### src/rtl/adder_rr_sched.sv
// Round-robin scheduler sharing one 3-input adder (1-cycle latency) among N_REQ lanes.
// Sums come back tagged with their lane id through a 2-entry in-order result FIFO.
module adder_rr_sched #(
    parameter int N_REQ = 4,
    parameter int DW    = 8,
    parameter int OW    = DW + 2,
    parameter int TW    = $clog2(N_REQ)
) (
    input  logic                  clk_i,
    input  logic                  rst_i,
    input  logic [N_REQ-1:0]      req_valid_i,
    output logic [N_REQ-1:0]      req_ready_o,
    input  logic [N_REQ*3*DW-1:0] req_data_i,
    output logic [DW-1:0]         add_d1_o,
    output logic [DW-1:0]         add_d2_o,
    output logic [DW-1:0]         add_d3_o,
    input  logic [OW-1:0]         add_sum_i,
    output logic                  res_valid_o,
    input  logic                  res_ready_i,
    output logic [OW-1:0]         res_data_o,
    output logic [TW-1:0]         res_id_o
);

    logic [TW-1:0]  rr_ptr_q, rr_ptr_d;
    logic           inflight_v_q, inflight_v_d;
    logic [TW-1:0]  inflight_id_q, inflight_id_d;
    logic [1:0]     cnt_q, cnt_d;
    logic [OW-1:0]  head_data_q, head_data_d, tail_data_q, tail_data_d;
    logic [TW-1:0]  head_id_q, head_id_d, tail_id_q, tail_id_d;

    logic           pop_s;
    logic           push_s;
    logic [2:0]     occ_s;
    logic           issue_ok_s;
    logic           found_s;
    logic [TW-1:0]  grant_id_s;
    logic [N_REQ-1:0] grant_s;
    logic [TW:0]    idx_s;

    // Occupancy counts the in-flight slot so the FIFO can never overflow;
    // a pop in this cycle frees a slot immediately (res_ready -> req_ready path).
    assign pop_s      = (cnt_q != 2'd0) && res_ready_i;
    assign push_s     = inflight_v_q;
    assign occ_s      = {1'b0, cnt_q} + {2'b00, inflight_v_q} - {2'b00, pop_s};
    assign issue_ok_s = !rst_i && (occ_s < 3'd2);

    // Round-robin search starting at rr_ptr, wrapping modulo N_REQ.
    always_comb begin
        found_s    = 1'b0;
        grant_id_s = '0;
        grant_s    = '0;
        idx_s      = '0;
        if (issue_ok_s) begin
            for (int j = 0; j < N_REQ; j++) begin
                idx_s = {1'b0, rr_ptr_q} + (TW+1)'(j);
                idx_s = (idx_s >= (TW+1)'(N_REQ)) ? (idx_s - (TW+1)'(N_REQ)) : idx_s;
                if (!found_s && req_valid_i[idx_s[TW-1:0]]) begin
                    found_s    = 1'b1;
                    grant_id_s = idx_s[TW-1:0];
                end else begin
                    found_s    = found_s;
                end
            end
        end else begin
            found_s = 1'b0;
        end
        grant_s[grant_id_s] = found_s;
    end

    // Operand mux: one-hot grant selects the lane triple, zero when idle.
    always_comb begin
        add_d1_o = '0;
        add_d2_o = '0;
        add_d3_o = '0;
        for (int i = 0; i < N_REQ; i++) begin
            add_d1_o = add_d1_o | ({DW{grant_s[i]}} & req_data_i[(i*3+0)*DW +: DW]);
            add_d2_o = add_d2_o | ({DW{grant_s[i]}} & req_data_i[(i*3+1)*DW +: DW]);
            add_d3_o = add_d3_o | ({DW{grant_s[i]}} & req_data_i[(i*3+2)*DW +: DW]);
        end
    end

    // Pointer advance and tag pipe matching the adder's single-cycle latency.
    always_comb begin
        rr_ptr_d      = rr_ptr_q;
        inflight_v_d  = found_s;
        inflight_id_d = grant_id_s;
        if (found_s) begin
            rr_ptr_d = (grant_id_s == TW'(N_REQ-1)) ? '0 : (grant_id_s + TW'(1));
        end else begin
            rr_ptr_d = rr_ptr_q;
        end
    end

    // Head/tail FIFO: head register drives res_* directly and holds when emptied.
    always_comb begin
        cnt_d       = cnt_q;
        head_data_d = head_data_q;
        head_id_d   = head_id_q;
        tail_data_d = tail_data_q;
        tail_id_d   = tail_id_q;
        case ({push_s, pop_s})
            2'b10: begin
                if (cnt_q == 2'd0) begin
                    head_data_d = add_sum_i;
                    head_id_d   = inflight_id_q;
                    cnt_d       = 2'd1;
                end else begin
                    tail_data_d = add_sum_i;
                    tail_id_d   = inflight_id_q;
                    cnt_d       = 2'd2;
                end
            end
            2'b01: begin
                if (cnt_q == 2'd2) begin
                    head_data_d = tail_data_q;
                    head_id_d   = tail_id_q;
                end else begin
                    head_data_d = head_data_q;
                end
                cnt_d = cnt_q - 2'd1;
            end
            2'b11: begin
                if (cnt_q == 2'd2) begin
                    head_data_d = tail_data_q;
                    head_id_d   = tail_id_q;
                    tail_data_d = add_sum_i;
                    tail_id_d   = inflight_id_q;
                end else begin
                    head_data_d = add_sum_i;
                    head_id_d   = inflight_id_q;
                end
            end
            default: begin
                cnt_d = cnt_q;
            end
        endcase
    end

    // State registers with synchronous reset.
    always_ff @(posedge clk_i) begin
        if (rst_i) begin
            rr_ptr_q      <= '0;
            inflight_v_q  <= 1'b0;
            inflight_id_q <= '0;
            cnt_q         <= 2'd0;
            head_data_q   <= '0;
            head_id_q     <= '0;
            tail_data_q   <= '0;
            tail_id_q     <= '0;
        end else begin
            rr_ptr_q      <= rr_ptr_d;
            inflight_v_q  <= inflight_v_d;
            inflight_id_q <= inflight_id_d;
            cnt_q         <= cnt_d;
            head_data_q   <= head_data_d;
            head_id_q     <= head_id_d;
            tail_data_q   <= tail_data_d;
            tail_id_q     <= tail_id_d;
        end
    end

    assign req_ready_o = grant_s;
    assign res_valid_o = (cnt_q != 2'd0);
    assign res_data_o  = head_data_q;
    assign res_id_o    = head_id_q;

endmodule

### config.mk
export PLATFORM = sky130hd
export DESIGN_NAME = adder_rr_sched
export DESIGN_NICKNAME = d
export VERILOG_FILES = /design/src/rtl/adder_rr_sched.sv
export SDC_FILE = /design/constraint.sdc
export NUM_CORES = 1
export LEC_CHECK = 0
export CAP_MARGIN = 20
export CORE_AREA = 2 2 99 77
export DETAILED_ROUTE_END_ITERATION = 16
export DIE_AREA = 0 0 101 79
export PLACE_DENSITY = 0.75
export SYNTH_ARGS = -nofsm -noshare
export SYNTH_HDL_FRONTEND = slang
export SYNTH_SLANG_ARGS = --single-unit
### constraint.sdc
create_clock -name clk_i -period 4.6 [get_ports clk_i]
set_clock_uncertainty 0.05 [all_clocks]
set_input_delay 0.92 -clock clk_i [delete_from_list [all_inputs] [get_ports clk_i]]
set_output_delay 0.92 -clock clk_i [all_outputs]
set_load 0.02 [all_outputs]
==> summary.txt <==
Clock network
  • TritonCTS clock tree: built
  • CTS Root Buffer Type: clkbuf_8
  • Skew-Pair Late Insertion Delay: around 0.28 ns
  • Cts hold-fix bufs: 0
  • CTS H-tree lvls: 2
  • Clk sinks: 31
  • CTS Buffer Depth: 2
  • Clk pin slew, worst setup/hold paths: about 0.060 ns
  • Num CTS Buffers: 5

Setup path
  • R2R depth: 14
  • Crit-path max FO: 6
  • Required time of the critical path: approximately 3.6 ns
  • R2R Setup Slk: between 1.5 and 2 ns
  • CP Launch Point: res_ready_i
  • Kind of critical path: input port to output port
  • Setup crit end kind: output port
  • Worst Path Arrival: between 3 and 4 ns
  • Worst R2R Start: cnt_q[0]$_SDFFE_PP0P_
  • Crit start category: input port
  • Critical Path Sink: add_d1_o[0]
  • R2r endpoint: rr_ptr_q[1]$_SDFFE_PP0N_

Routing
  • Antenna Nets Post-Route: 0
  • DR iter-0 viols: between 90 and 100
  • DRC: 0
  • Length of the first detailed-routing pass in iterations: 4
  • Vias per inst: between 5 and 6
  • Wirelength, routed: between 9 and 10 mm
  • Vias: ~2,600
  • WL per Instance: between 15 and 20 um

STA
  • Minimum clock period: 4.46 ns
  • Setup TNS: 0 ns
  • Final Worst Setup Slack: roughly 0.14 ns
  • Endpoints failing setup: 0
  • RSZ-0062 raised after global routing: false
  • Final period util: a little over nine tenths
  • Worst slew margin: between 30% and 40%
  • Fin. Hold Viols: 0
  • Top achievable clock speed: about 220 MHz
  • Slew Limit Fails: 0
  • Slew at the pin closest to its max-slew limit: between 0.9 and 1 ns

GRT
  • M1 GR Usage: between 20% and 30%
  • Total track usage: 22.6%
  • Remaining Overflow, GRT: 0
  • First-pass GRT wire length: about 14 mm
  • GRT met3 Usage: 5.11%
  • Vias in the first global route: 2,695
  • Grt met2 use: 38.9%
  • Largest net degree at the start of global routing: 29
  • Global routing's busiest layer: met2
  • Initial antenna violation count: 0

Final layout
  • Most frequent cells in the layout: 124 x clkdlybuf4s50_1, 46 x a22oi_2, 31 x dfxtp_1
  • Fill count: 597
  • Design area: 0.00447 mm^2
  • Most common library cell in the layout ignoring fill and taps: clkdlybuf4s50_1
  • Register area: between 600 and 700 um^2
  • Multi-input logic area: between 0.0015 and 0.002 mm^2
  • Layout cells sized above 1: between 30% and 40%
  • Fin nets: approximately 540
  • # diodes: 0
  • Post-Layout Cell Count: between 500 and 600
  • Synthesis-to-finish area growth: 112%

Synthesis
  • Post-synth EDFFs: 0
  • Ys flop type: dfxtp_1
  • Top post-synthesis cells by area: dfxtp_1 29%, a22oi_1 17%, mux2i_1 12%
  • Synth area leader: dfxtp_1
  • Post-Syn Area: ~0.0021 mm^2
  • Synthesized Nets: 370
  • Post-synthesis register bit count: 31
  • Syn Area/Cell: about 8.4 um^2
  • Ys Warns: 0
  • Cell count after synthesis: 250
  • Top-area cell type share of the netlist area: 29.4%
  • Seq/Total Area, Yosys: ~29%
  • Post-synth cell types: 37
  • Async S/R FF share, synth: 0%

Floorplanning
  • Core area: a little over 0.007 mm^2
  • Horizontal die dimension: just over 100 um
  • Die height: 79 um
  • Top-Level Pins: between 150 and 200
  • Die ar.: roughly 0.0080 mm^2
  • FP Rows: 27
  • Initial Utilization: between 20% and 30%

Job
  • Max-Cap Viols: 0

Power and ir drop
  • PD cells: about 550 mW/mm^2
  • Final Total Pwr: 2460 uW
  • Max VDD drop: 221 uV
  • Leak Pwr: between 0.0015 and 0.002 uW

Placed design
  • Routability congestion estimate: 0.846
  • Placed cell areas: approximately 0.0039 mm^2
  • Setup slack at placement: -0.771 ns
  • Total placed cells including tap cells: ~480
  • DP HPWL: about 6.4 mm
  • # port buffers: 153

Outcome
  • Status: finished clean

Worst hold path
  • Worst min path class: register to register
## how the worst min path moves through the flow
stage | from | end | slack [ns] | depth (start not counted)
6_report | cnt_q[0]$_SDFFE_PP0P_ | cnt_q[0]$_SDFFE_PP0P_ | 0.43 | 2
5_1_grt | cnt_q[0]$_SDFFE_PP0P_ | cnt_q[0]$_SDFFE_PP0P_ | 0.45 | 2
4_1_cts | cnt_q[0]$_SDFFE_PP0P_ | cnt_q[0]$_SDFFE_PP0P_ | 0.43 | 2
3_5_place_dp | cnt_q[0]$_SDFFE_PP0P_ | cnt_q[0]$_SDFFE_PP0P_ | 0.42 | 2
3_3_place_gp | cnt_q[0]$_SDFFE_PP0P_ | cnt_q[0]$_SDFFE_PP0P_ | 0.41 | 2
2_1_floorplan | cnt_q[0]$_SDFFE_PP0P_ | cnt_q[0]$_SDFFE_PP0P_ | 0.40 | 2
## logic make-up (layout without fill, tap and decap cells)
group           count (synthesis)  count (layout)  share of synthesized area, %
compound gates                105             105                          35.7
xor+xnor                        2               2                         0.830
fa+ha+maj                       7               7                          4.50
buf+inv                        32             199                          6.40
flops                          31              31                          29.4
mux                            25              25                          11.9
simple gates                   48              48                          11.3
## final cells by class
| cell class | count | share of cell area, % |
|---|---|---|
| clock inverter | 1 | 0.112 |
| sequential | 31 | 13.9 |
| tap | 87 | 2.43 |
| clock buffer | 6 | 1.85 |
| multi-input combinational | 187 | 38.9 |
| inverter | 11 | 0.924 |
| timing repair buffer | 181 | 41.9 |
## worst max-delay path, cell delays in order
cell and delay [ns]:
clkbuf_2 0.09, nor2b_4 0.13, and2_4 0.16, buf_4 0.13, fa_2 0.52, nor2b_4 0.18, nand3_4 0.10, a211oi_4 0.22
buf_6 0.15, inv_2 0.06, ha_4 0.22, buf_16 0.16, a22oi_2 0.16, a21oi_1 0.11, buf_4 0.19
## power by group
group          internal, uW  switching, uW  total [uW]
logic                   908            948        1860
registers               346           46.0         392
clock network           117           97.6         215
total                  1370           1090        2460
## stage by stage
stage	hold WS, ns	util [%]
after floorplan	0.395	-
after global placement	0.407	54.7
after detailed placement	0.422	54.7
after CTS	0.431	61.6
after global routing	0.453	63.0
final	0.428	63.0
## routing by layer
| layer | wire length, um | part of all wire (%) |
|---|---|---|
| met3 | 313 | 3.3 |
| met1 | 4030 | 42 |
| met5 | 0 | 0 |
| met2 | 4980 | 52 |
| met4 | 248 | 2.6 |
## cells in the mapped netlist, types with 2 or more instances
cell,n
inv_1,9
inv_2,2
o21ai_0,4
nand2b_1,2
a211oi_2,2
ha_1,6
buf_1,2
clkbuf_1,14
buf_2,3
o211a_1,2
nor3_1,2
dfxtp_1,31
mux2i_1,25
and2_1,6
a211oi_1,13
xnor2_1,2
a21oi_1,27
nand2_1,3
o221ai_1,2
nor2_1,29
a22oi_1,48
## state kept, by name (all words and copies together), names as in the netlist
| register | flops |
|---|---|
| cnt_q | 2 |
| inflight_v_q | 1 |
| res_data_o | 10 |
| res_id_o | 2 |
| rr_ptr_q | 2 |
| inflight_id_q | 2 |
| tail_data_q | 10 |
| tail_id_q | 2 |
## what timing repair did
action                                  in CTS  in global routing
gates cloned                                 6                  1
setup buffers                                6                  1
pin swaps                                   13                  9
resized for setup                          177                 19
endpoints found under the setup margin      28                 27
Power figures use the tool's default switching activity.
